File: src/rtl/module_types.sv
// Shared types and sizing for the CDB arbiter and its round-robin picker.
package module_types;

   localparam int NUM_FU    = 3;
   localparam int ROB_IDX_W = 5;
   localparam int PHYS_W    = 6;
   localparam int ARCH_W    = 5;
   localparam int DATA_W    = 32;
   localparam int FU_IDX_W  = (NUM_FU > 1) ? $clog2(NUM_FU) : 1;

   typedef struct packed {
      logic [ROB_IDX_W-1:0] rob_id;
      logic [PHYS_W-1:0]    phys_rd;
      logic [ARCH_W-1:0]    arch_rd;
      logic [DATA_W-1:0]    data;
   } cdb_pkt_t;

   // Successor of a unit index, wrapping from the last unit back to unit 0.
   function automatic logic [FU_IDX_W-1:0] nextIdx(input logic [FU_IDX_W-1:0] idx);
      return (int'(idx) == NUM_FU - 1) ? '0 : idx + 1'b1;
   endfunction

endpackage

File: src/rtl/rr_arbiter.sv
// Combinational round-robin picker: the first requester at or after ptr_i wins.
// Also intended for reuse in the issue-select logic.
module rr_arbiter #(
   parameter  int N  = 3,
   localparam int IW = (N > 1) ? $clog2(N) : 1
) (
   input  logic [N-1:0]  req_i,
   input  logic [IW-1:0] ptr_i,
   output logic [N-1:0]  grant_o,
   output logic [IW-1:0] winner_o
);

   logic [IW-1:0] idx;

   // Scanning from the far end means the requester nearest ptr_i is written last and wins.
   always_comb begin
      grant_o  = '0;
      winner_o = '0;
      idx      = '0;
      for (int off = N - 1; off >= 0; off--) begin
         idx = IW'((int'(ptr_i) + off) % N);
         if (req_i[idx]) begin
            grant_o      = '0;
            grant_o[idx] = 1'b1;
            winner_o     = idx;
         end
      end
   end

endmodule

File: src/rtl/cdb_arbiter.sv
// Round-robin CDB arbiter with one holding slot per functional unit.
// Define CDB_ARB_PERF_EN to add saturating conflict/stall performance counters.
module cdb_arbiter
   import module_types::*;
(
   input  logic              clk,
   input  logic              rst_n,
   input  logic              flush,
   input  logic [NUM_FU-1:0] fu_valid,
   input  cdb_pkt_t          fu_pkt [NUM_FU],
   output logic [NUM_FU-1:0] fu_stall,
   output logic              cdb_valid,
   output cdb_pkt_t          cdb_pkt
`ifdef CDB_ARB_PERF_EN
   ,
   output logic [31:0]       perf_conflict_cnt,
   output logic [31:0]       perf_stall_cnt
`endif
);

   logic [NUM_FU-1:0]   hold_vld_q, hold_vld_d;
   cdb_pkt_t            hold_pkt_q [NUM_FU];
   cdb_pkt_t            hold_pkt_d [NUM_FU];
   logic [FU_IDX_W-1:0] rr_ptr_q, rr_ptr_d;
   logic                cdb_valid_q, cdb_valid_d;
   cdb_pkt_t            cdb_pkt_q, cdb_pkt_d;
   logic [NUM_FU-1:0]   req, grant;
   logic [FU_IDX_W-1:0] winner;
   cdb_pkt_t            cand [NUM_FU];

   // A held packet is always older than the live one, so it is offered first.
   always_comb begin
      req = hold_vld_q | fu_valid;
      for (int i = 0; i < NUM_FU; i++) begin
         cand[i] = hold_vld_q[i] ? hold_pkt_q[i] : fu_pkt[i];
      end
   end

   rr_arbiter #(.N(NUM_FU)) u_rr (
      .req_i    (req),
      .ptr_i    (rr_ptr_q),
      .grant_o  (grant),
      .winner_o (winner)
   );

   assign fu_stall  = hold_vld_q & ~grant;
   assign cdb_valid = cdb_valid_q;
   assign cdb_pkt   = cdb_pkt_q;

   always_comb begin
      hold_vld_d  = hold_vld_q;
      hold_pkt_d  = hold_pkt_q;
      cdb_valid_d = |grant;
      cdb_pkt_d   = cdb_pkt_q;
      rr_ptr_d    = rr_ptr_q;
      if (|grant) begin
         cdb_pkt_d = cand[winner];
         rr_ptr_d  = nextIdx(winner);
      end
      for (int i = 0; i < NUM_FU; i++) begin
         if (grant[i]) begin
            // Draining the slot frees room for whatever the unit presents this cycle.
            if (hold_vld_q[i]) begin
               hold_vld_d[i] = fu_valid[i];
               if (fu_valid[i]) begin
                  hold_pkt_d[i] = fu_pkt[i];
               end
            end
         end else if (!hold_vld_q[i] && fu_valid[i]) begin
            hold_vld_d[i] = 1'b1;
            hold_pkt_d[i] = fu_pkt[i];
         end
      end
      if (flush) begin
         cdb_valid_d = 1'b0;
         cdb_pkt_d   = cdb_pkt_q;
         hold_vld_d  = '0;
         rr_ptr_d    = rr_ptr_q;
      end
   end

   always_ff @(posedge clk or negedge rst_n) begin
      if (!rst_n) begin
         hold_vld_q  <= '0;
         rr_ptr_q    <= '0;
         cdb_valid_q <= 1'b0;
         cdb_pkt_q   <= '0;
         for (int i = 0; i < NUM_FU; i++) begin
            hold_pkt_q[i] <= '0;
         end
      end else begin
         hold_vld_q  <= hold_vld_d;
         hold_pkt_q  <= hold_pkt_d;
         rr_ptr_q    <= rr_ptr_d;
         cdb_valid_q <= cdb_valid_d;
         cdb_pkt_q   <= cdb_pkt_d;
      end
   end

`ifdef CDB_ARB_PERF_EN
   logic [31:0] perf_conflict_q, perf_stall_q;

   // Counters keep running through flush; only reset clears them.
   always_ff @(posedge clk or negedge rst_n) begin
      if (!rst_n) begin
         perf_conflict_q <= '0;
         perf_stall_q    <= '0;
      end else begin
         if ($countones(req) >= 2 && perf_conflict_q != '1) begin
            perf_conflict_q <= perf_conflict_q + 32'd1;
         end
         if (|fu_stall && perf_stall_q != '1) begin
            perf_stall_q <= perf_stall_q + 32'd1;
         end
      end
   end

   assign perf_conflict_cnt = perf_conflict_q;
   assign perf_stall_cnt    = perf_stall_q;
`endif

endmodule

File: config.mk
export PLATFORM = sky130hd
export DESIGN_NAME = cdb_arbiter
export DESIGN_NICKNAME = d
export VERILOG_FILES = /design/src/rtl/module_types.sv /design/src/rtl/rr_arbiter.sv /design/src/rtl/cdb_arbiter.sv
export SDC_FILE = /design/constraint.sdc
export NUM_CORES = 1
export LEC_CHECK = 0
export CAP_MARGIN = 10
export CORE_ASPECT_RATIO = 0.6
export CORE_MARGIN = 1.5
export CORE_UTILIZATION = 38
export DETAILED_ROUTE_END_ITERATION = 6
export PLACE_DENSITY = 0.67
export SKIP_LAST_GASP = 1
export SLEW_MARGIN = 20
export SYNTH_ARGS = -nofsm -noshare
export SYNTH_HDL_FRONTEND = slang
export SYNTH_SLANG_ARGS = --single-unit
File: constraint.sdc
create_clock -name clk -period 3.7 [get_ports clk]
set_input_delay 0.74 -clock clk [delete_from_list [all_inputs] [get_ports clk]]
set_output_delay 0.74 -clock clk [all_outputs]
set_load 0.02 [all_outputs]
==> out/metrics.yaml, run 1 <==
placement:
  gp_congestion: 0.857
  hpwl_um: 17500
  portBuffers: 201
die:
  die_width_um: 217
  ios: 202
  core_area_sq_um: 26700
  num_rows: 46
  die_h_um: 131
  start_util: 0.391
  dieArea_sq_um: 28500
synth:
  synth_cell_type_count: 42
  yosys.area_share.simple: 0.0196
  synth.ff_latch_count: 198
  async_flop_share: 1.00
  synth_mux_area_frac: 0.455
  synth_ff_type: "dfrtp_1"
  syn_inst: 760
  synth_compound_gate_area_share: 0.0181
  synth_area_sq_um: 10400
  synthTopCellsByArea: "dfrtp_1 47%, mux2_2 23%, mux2i_1 19%, mux2_4 2.9%, buf_2 1.1%"
  synth_xor_area_frac: 0
  synthAdderAreaFrac: 0.00575
  synth_top_family_by_area: "multiplexers"
  syn-mean-instance-area_sq_um: 13.7
  synthesis.nets: 914
  ys_seq_area_frac: 0.474
  synth_edf_count: 0
  yosysWarnings: 0
  synth_top_area_frac: 0.474
  yosysTopAreaCell: "dfrtp_1"
clock_network:
  clockRootBuffer: "clkbuf_16"
  clock-sinks: 198
  clk_path_buf_depth: 2
  cts_setup_buffers: 0
  h-tree-depth: 4
  cts_buffers: 17
  clk_latency_ns: 0.45
  cts_tree: "done"
  clk_pin_slew_ns: 0.07
cells_and_area:
  final_util: 0.512
  final_common_cell: "mux2_2"
  final_cell_mix: "216 x mux2_2, 198 x clkdlybuf4s50_1, 194 x dfrtp_1"
  syn2layout_area_growth_pct: 31.0
  drive_gt1_frac: 0.326
  fin_nets: 1114
pwr:
  combPwrFrac: 0.566
  seqPwrFrac: 0.298
  internal_power_uw: 8420
  p_switching_uw: 4780
  p_leak_uw: 0.00558
  pwr-share-clk: 0.136
  p_sw_frac: 0.362
  peakVddDrop_mv: 0.695
  power_density_nw_per_um2: 965
global_routing:
  first_global_vias: 7195
  grt.overflow.total: 0
  grt_first_pass_wirelength_um: 42400
  antenna_found_initial: 3
  track_usage: 0.195
  grt_max_degree: 68
drt:
  wire_per_inst_um: 20.1
  drt-initial-drc-count: 396
  wl_um: 26800
  drc_errors: 0
  vias: 6770
  antenna_left: 0
  first_pass_iters: 4
  vias_per_cell: 5.07
timing:
  rsz0062_at_grt: "no"
  worst_slew_pin_slew_ns: 1.02
  min_period_ns: 3.61
  hold_viol: 0
  timing.slew.headroom: 0.322
  fmax_mhz: 277
  fin_hold_ws_ns: 0.287
  skew_ns: 0.00915
  final_max_slew_viol_count: 0
  finalSetupViolCount: 0
  period_share: 0.975
critical_path:
  r2r-end: "cdb_pkt[40]"
  endpoint_kind: "primary output"
  worstReg2RegStart: "rr_ptr_q[1]"
  cp.arrival_ns: 2.87
  path_class: "input pin to primary output"
  critPathLaunchType: "input pin"
  reg2reg_depth: 10
  critPathMaxFanout: 6
  required_ns: 2.96
  r2r_setup_slack_ns: 0.78
run:
  cap_viol_max_count: 0
run_status:
  status: "finished clean"
min_path:
  min_path_type: "input pin to asynchronous set/reset pin"
[layout make-up]
cell class                 count  area (sq um)
tap                          360           450
clock buffer                  21           450
timing repair buffer         232          2370
multi-input combinational    504          5310
clock inverter                11           100
antenna                        2          5.00
sequential                   198          4970
fill                        2337         13000
inverter                       7          26.3
[flip-flops by register name (all words and copies together), names as in the netlist]
| register | flops |
|---|---|
| hold_pkt_q | 144 |
| cdb_valid | 1 |
| hold_vld_q | 3 |
| rr_ptr_q | 2 |
| cdb_pkt | 48 |
[power by group through the flow]
stage | Clock [uW] | Sequential [uW] | Combinational, uW
2_1_floorplan | 0 | 4130 | 4930
3_3_place_gp | 0 | 3920 | 7410
3_5_place_dp | 0 | 3960 | 7500
4_1_cts | 1860 | 3930 | 7540
5_1_grt | 1940 | 4100 | 8010
6_report | 1790 | 3940 | 7470
[logic make-up after synthesis]
family	after synthesis
mux	437
flops	198
buf+inv	58
simple gates	38
compound gates	24
fa+ha+maj	5
[how the worst max path moves through the flow]
| stage | startpoint | endpoint | slack (ns) | cells after the start |
|---|---|---|---|---|
| global route | fu_valid[1] | fu_stall[2] | 0.005 | 7 |
| global placement | fu_valid[1] | fu_stall[1] | 0.003 | 9 |
| CTS | rr_ptr_q[1] | fu_stall[0] | -0.003 | 9 |
| floorplan | rr_ptr_q[0] | hold_pkt_q[110] | 0.96 | 11 |
| detailed placement | fu_valid[1] | fu_stall[1] | -0.04 | 9 |
| finish | fu_valid[1] | fu_stall[2] | 0.09 | 7 |
[layer usage]
metal | vias up | track usage | share of wire
li1 | 3183 | - | -
met1 | 3406 | 0.287 | 0.50
met2 | 160 | 0.276 | 0.42
met3 | 19 | 0.0583 | 0.070
met4 | 2 | 0.0502 | 0.0097
met5 | - | 0 | 0.00049
[what timing repair did]
item | CTS | global route
gates resized for setup | 4 | 7
hold buffers | 0 | 0
endpoints found under the setup margin | 3 | 2
endpoints found under the hold margin | 0 | 0
[stage by stage]
step           cells  worst slack, ns  TNS (ns)  area [sq um]  power (uW)
2_1_floorplan    760            0.958         0         10400        9060
3_3_place_gp    1301          0.00290         0         13100       11300
3_5_place_dp    1301          -0.0357   -0.0357         13100       11500
4_1_cts         1333         -0.00319  -0.00319         13600       13300
5_1_grt         1333          0.00526         0         13700       14100
6_report        1335           0.0941         0         13700       13200
[cells in the mapped netlist (all sizes together), types with 3 or more instances]
cell	count
mux2	242
nand2	8
clkbuf	18
buf	33
or2	3
dfrtp	198
o21ai	8
nand2b	3
nor3	4
inv	7
nor2	7
mux2i	195
a21oi	3
ha	4
[critical path, cell delays in order]
cell             delay (ns)
clkdlybuf4s50_1        0.45
buf_4                  0.18
nor2_1                 0.21
o22ai_2                0.15
or3b_1                 0.42
and3_1                 0.19
clkdlybuf4s50_1        0.54
Power figures use the tool's default switching activity.
==> run 2, diff against run 1 <==
Settings changed: SKIP_CTS_REPAIR_TIMING set to 1.
==> run 2 against run 1 <==
  * Design area is essentially flat
  * Sequential share of layout area is essentially flat
  * Worst setup slack lost 0.0095 ns
  * Clock power is essentially flat
  * Worst hold slack gained 0.0017 ns
  * Maximum frequency shrank 0.26%
  * Non-clock buffer count is the same
  * Total power is essentially flat
==> out/metrics.yaml, run 2 (synthesis gave the netlist of run 1 again) <==
clock_network:
  cts_tree: "done"  # unchanged
  clk_latency_ns: 0.45  # about the same
  clk_pin_slew_ns: 0.07  # about the same
  clockRootBuffer: "clkbuf_16"  # unchanged
  cts_buffers: 17  # unchanged
  h-tree-depth: 4  # unchanged
  clk_path_buf_depth: 2  # unchanged
  clock-sinks: 198  # unchanged
critical_path:
  endpoint_kind: "primary output"  # unchanged
  cp_common_cell: "clkdlybuf4s50_1"  # unchanged
  path_class: "input pin to primary output"  # unchanged
  critPathLaunchType: "input pin"  # unchanged
  critPathSlowestCell: "clkdlybuf4s50_1"  # unchanged
  critical-path-max-stage-delay_ns: 0.54  # about the same
  r2r_setup_slack_ns: 0.79  # was 0.78 ns
  critPathMaxFanout: 6  # unchanged
  cp_top_family: "buffers and inverters"  # unchanged
  critical_path.cell_chain: "clkdlybuf4s50_1 > buf_4 > nor2_1 > o22ai_2 > or3b_1 > and3_1 > clkdlybuf4s50_1"  # unchanged
  crit_buf_inv: 3  # unchanged
  worstReg2RegStart: "rr_ptr_q[1]"  # unchanged
  required_ns: 2.96  # about the same
  reg2reg_depth: 10  # unchanged
  cp.arrival_ns: 2.88  # was 2.87 ns
  r2r-end: "cdb_pkt[35]"  # was cdb_pkt[40]
drt:
  wl_um: 26800  # about the same
  drc_errors: 0  # unchanged
  antenna_left: 0  # unchanged
  drt-initial-drc-count: 392  # was 396
  vias: 6771  # was 6770
  first_pass_iters: 4  # unchanged
  vias_per_cell: 5.07  # about the same
  wire_per_inst_um: 20.1  # about the same
die:
  ios: 202  # unchanged
  core_area_sq_um: 26700  # unchanged
  start_util: 0.391  # unchanged
  die_h_um: 131  # unchanged
  dieArea_sq_um: 28500  # unchanged
  num_rows: 46  # unchanged
  die_width_um: 217  # unchanged
cells_and_area:
  regArea_sq_um: 4970  # unchanged
  drive_gt1_frac: 0.326  # unchanged
  syn2layout_area_growth_pct: 31.0  # about the same
  final_common_cell: "mux2_2"  # unchanged
  fin_nets: 1114  # unchanged
  fillCellCount: 2335  # was 2337
  final_util: 0.513  # was 0.512
  stdcell_count: 1335  # unchanged
  largest_reg_flops: 144  # unchanged
  regMostFlops: "hold_pkt_q"  # unchanged
  final_cell_mix: "216 x mux2_2, 198 x clkdlybuf4s50_1, 194 x dfrtp_1"  # unchanged
  multi_input_area_sq_um: 5310  # unchanged
timing:
  period_share: 0.977  # was 0.975
  timing.slew.headroom: 0.323  # was 0.322
  finalSetupViolCount: 0  # unchanged
  final_max_slew_viol_count: 0  # unchanged
  hold_viol: 0  # unchanged
  worst_slew_pin_slew_ns: 1.02  # about the same
  fmax_mhz: 277  # about the same
  rsz0062_at_grt: "no"  # unchanged
  min_period_ns: 3.62  # was 3.61 ns
  skew_ns: 0.00916  # was 0.00915 ns
placement:
  gp_congestion: 0.857  # unchanged
  dp_cells: 1301  # unchanged
  hpwl_um: 17500  # unchanged
  portBuffers: 201  # unchanged
global_routing:
  antenna_found_initial: 3  # unchanged
  track_usage: 0.195  # about the same
  grt_first_pass_wirelength_um: 42400  # about the same
  grt.overflow.total: 0  # unchanged
  grt_max_degree: 68  # unchanged
  first_global_vias: 7194  # was 7195
run_status:
  status: "finished clean"  # unchanged
run:
  cap_viol_max_count: 0  # unchanged
pwr:
  power_density_nw_per_um2: 965  # about the same
  peakVddDrop_mv: 0.694  # was 0.695 mV
  p_leak_uw: 0.00559  # was 0.00558 uW
min_path:
  min_path_type: "input pin to asynchronous set/reset pin"  # unchanged
[run 2: cell types whose count changed in the layout (fill, tap and decap cells not counted), sizes merged]
cell and change:
dlygate4sd2 -1, dlymetal6s2s +1
[run 2: report_power, final]
part	internal, uW	leakage (uW)	switching [uW]
Clock	949	0.000268	841
Combinational	4130	0.00300	3350
Sequential	3350	0.00232	588
Total	8420	0.00559	4780
[run 2: area by class of cell]
type	instances	share of cell area
Inverter	7	0.00192
Multi-Input combinational cell	504	0.388
Tap cell	360	0.0329
Timing Repair Buffer	232	0.174
Antenna cell	2	0.000366
Clock buffer	21	0.0329
Sequential cell	198	0.363
Clock inverter	11	0.00731
[run 2: worst max path at each step]
stage	to	slack, ns	depth (start not counted)	startpoint
CTS	fu_stall[0]	-0.15	9	rr_ptr_q[1]
floorplan	hold_pkt_q[110]	0.96	11	rr_ptr_q[0]
finish	fu_stall[2]	0.08	7	fu_valid[1]
detailed placement	fu_stall[1]	-0.04	9	fu_valid[1]
global placement	fu_stall[1]	0.003	9	fu_valid[1]
global route	fu_stall[2]	0.005	7	fu_valid[1]
[run 2: worst reg2reg max path: stages (launching register included)]
cell and delay (ns):
dfrtp_1 0.43, inv_1 0.13, ha_4 0.24, nor3_1 0.10, a211o_1 0.29, a2111oi_2 0.46, a221oi_4 0.06, buf_4 0.18
o22ai_4 0.18, buf_12 0.31, mux2_2 0.40
[run 2: stage by stage]
stage               setup WS (ns)  setup TNS, ns  hold WS, ns  area (sq um)  power [uW]
floorplan                   0.958              0        0.444         10400        9060
global placement          0.00290              0        0.468         13100       11300
detailed placement        -0.0357        -0.0357        0.476         13100       11500
CTS                        -0.154         -0.396        0.303         13600       13300
global route              0.00526              0        0.315         13700       14100
finish                     0.0845              0        0.289         13700       13200
[run 2: routing by layer]
layer	track usage	wire (um)	vias to the layer above
met5	0	11	-
met4	0.0494	284	2
met3	0.0583	1820	20
met2	0.276	11200	151
met1	0.288	13500	3413
li1	-	-	3185
==> run 3, diff against run 2 <==
--- a/config.mk
+++ b/config.mk
@@ -7,5 +7,5 @@
 export LEC_CHECK = 0
 export CAP_MARGIN = 10
-export CORE_ASPECT_RATIO = 0.6
+export CORE_ASPECT_RATIO = 0.8
 export CORE_MARGIN = 1.5
 export CORE_UTILIZATION = 38
==> constraint.sdc (replaced) <==
create_clock -name clk -period 3.7 [get_ports clk]
set_input_delay 0.74 -clock clk [delete_from_list [all_inputs] [get_ports clk]]
set_output_delay 0.74 -clock clk [all_outputs]
set_load 0.1 [all_outputs]
==> run 3 against run 2 <==
  * Worst setup slack better by 0.13 ns
  * Total power up 14%
  * Design area about the same
  * Count of clock-buffer cells in the layout down 3
  * Sequential share of layout area about the same
  * Worst hold slack better by 0.092 ns
  * Die area about the same
  * Via count up 0.46%
  * Sequential power about the same
  * Critical path depth up 1
  * Global-route usage down 0.95 points
  * Largest power group unchanged
==> out/metrics.yaml, run 3 (synthesis gave the netlist of run 1 again) <==
run_status:
  status: "finished clean"  # unchanged
timing:
  final_max_slew_viol_count: 0  # unchanged
  fmax_mhz: 287  # was 277 MHz
  worst_slew_pin_slew_ns: 1.04  # was 1.02 ns
  skew_ns: 0.0168  # was 0.00916 ns
  period_share: 0.942  # was 0.977
  finalSetupViolCount: 0  # unchanged
  rsz0062_at_grt: "no"  # unchanged
  setup_tns_ns: 0  # unchanged
  timing.slew.headroom: 0.302  # was 0.323
  min_period_ns: 3.49  # was 3.62 ns
  hold_viol: 0  # unchanged
cells_and_area:
  drive_gt1_frac: 0.325  # was 0.326
  regMostFlops: "hold_pkt_q"  # unchanged
  fillCellCount: 2415  # was 2335
  final_common_cell: "mux2_2"  # unchanged
  final_cell_mix: "216 x mux2_2, 197 x clkdlybuf4s50_1, 195 x dfrtp_1"  # was 216 x mux2_2, 198 x clkdlybuf4s50_1, 194 x dfrtp_1
  fin_nets: 1107  # was 1114
  largest_reg_flops: 144  # unchanged
  syn2layout_area_growth_pct: 31.2  # was 31.0%
clock_network:
  clk_pin_slew_ns: 0.08  # was 0.07 ns
  cts_buffers: 17  # unchanged
  clk_latency_ns: 0.45  # about the same
  h-tree-depth: 4  # unchanged
  clk_path_buf_depth: 2  # unchanged
  clock-sinks: 198  # unchanged
  cts_tree: "done"  # unchanged
  clockRootBuffer: "clkbuf_16"  # unchanged
global_routing:
  grt_max_degree: 93  # was 68
  antenna_found_initial: 5  # was 3
  grt.overflow.total: 0  # unchanged
  first_global_vias: 7029  # was 7194
  grtUsageMet3: 0.0674  # was 0.0583
  grt_busiest_layer: "met2"  # was met1
  grt_first_pass_wirelength_um: 40100  # was 42400 um
  gr-usage-met1: 0.248  # was 0.288
  grt_util_met2: 0.285  # was 0.276
  track_usage: 0.186  # was 0.195
die:
  die_width_um: 188  # was 217 um
  start_util: 0.385  # was 0.391
  dieArea_sq_um: 28500  # about the same
  num_rows: 54  # was 46
  die_h_um: 151  # was 131 um
  ios: 202  # unchanged
  core_area_sq_um: 27200  # was 26700 sq um
run:
  cap_viol_max_count: 0  # unchanged
drt:
  wire_per_inst_um: 19.5  # was 20.1 um
  drc_errors: 0  # unchanged
  wl_um: 25900  # was 26800 um
  antenna_left: 0  # unchanged
  first_pass_iters: 4  # unchanged
  drt-initial-drc-count: 381  # was 392
  vias_per_cell: 5.11  # was 5.07
  vias: 6802  # was 6771
min_path:
  min_path_type: "input pin to asynchronous set/reset pin"  # unchanged
critical_path:
  cp.arrival_ns: 2.75  # was 2.88 ns
  endpoint_kind: "primary output"  # unchanged
  critPathSlowestCell: "clkdlybuf4s50_1"  # unchanged
  critPathMaxFanout: 5  # was 6
  critical-path-max-stage-delay_ns: 0.49  # was 0.54 ns
  path_class: "input pin to primary output"  # unchanged
  critPathLaunchType: "input pin"  # unchanged
  critical_path.cell_chain: "clkdlybuf4s50_1 > o41a_1 > a31oi_1 > o21ai_1 > a221oi_4 > nand2_1 > inv_1 > buf_12"  # was clkdlybuf4s50_1 > buf_4 > nor2_1 > o22ai_2 > or3b_1 > and3_1 > clkdlybuf4s50_1
  required_ns: 2.96  # about the same
placement:
  gp_congestion: 0.835  # was 0.857
  portBuffers: 201  # unchanged
  hpwl_um: 17000  # was 17500 um
pwr:
  peakVddDrop_mv: 0.950  # was 0.694 mV
  power_density_nw_per_um2: 1100  # was 965 nW/um^2
  p_leak_uw: 0.00557  # was 0.00559 uW
  total_power_uw: 15100  # was 13200 uW
-- run 3: cell count changes in the layout (fill, tap and decap cells not counted), moves of 2 or more --
cell,change
buf_12,+4
buf_4,-8
clkbuf_1,-3
clkinv_2,-3
dlymetal6s2s_1,-2
ha_2,+2
ha_4,-2
inv_6,+4
-- run 3: worst max-delay path, delay by kind of cell --
| kind | cells | cell delay, ns |
|---|---|---|
| AOI/OAI and AO/OA | 4 | 1.04 |
| buffers and inverters | 3 | 0.85 |
| and+or+nand+nor | 1 | 0.11 |
-- run 3: area by class of cell --
cell class,count,area (sq um),area share
sequential,198,4970,0.362
clock inverter,14,163,0.0119
timing repair buffer,225,2360,0.173
antenna,1,2.50,0.000183
multi-input combinational,504,5280,0.386
clock buffer,18,439,0.0321
tap,364,455,0.0332
inverter,7,26.3,0.00192
-- run 3: per-stage QoR --
step           worst slack [ns]  hold slack, ns  instances  utilization  area [sq um]
2_1_floorplan             0.565           0.444        760            -         10400
3_3_place_gp              0.145           0.467       1296        0.481         13100
3_5_place_dp             0.0971           0.475       1296        0.481         13100
4_1_cts                  0.0182           0.412       1328        0.503         13700
5_1_grt                   0.109           0.433       1330        0.504         13700
6_report                  0.213           0.380       1331        0.504         13700
-- run 3: where the power goes --
| group | switching, uW | total (uW) | internal, uW |
|---|---|---|---|
| Sequential | 591 | 3940 | 3340 |
| Clock | 911 | 1950 | 1040 |
| Combinational | 5090 | 9230 | 4140 |
-- run 3: routing by layer --
layer  share of wire  vias up
met5          0.0018        -
met3           0.075       23
li1                -     3154
met4           0.011        8
met2            0.44      162
met1            0.47     3455
-- run 3: path summary, 6_finish.rpt --
check | depth (start not counted) | endpoint | from | slack, ns
setup / recovery | 8 | fu_stall[0] | fu_valid[1] | 0.21
hold / removal | 1 | hold_pkt_q[4] | rst_n | 0.38
setup reg to reg | 9 | hold_pkt_q[44] | rr_ptr_q[0] | 0.62
hold reg to reg | 1 | hold_pkt_q[77] | hold_pkt_q[77] | 0.49
max in group asynchronous | 2 | hold_vld_q[1] | rst_n | 2.47
min in group clk | 1 | hold_pkt_q[77] | hold_pkt_q[77] | 0.49
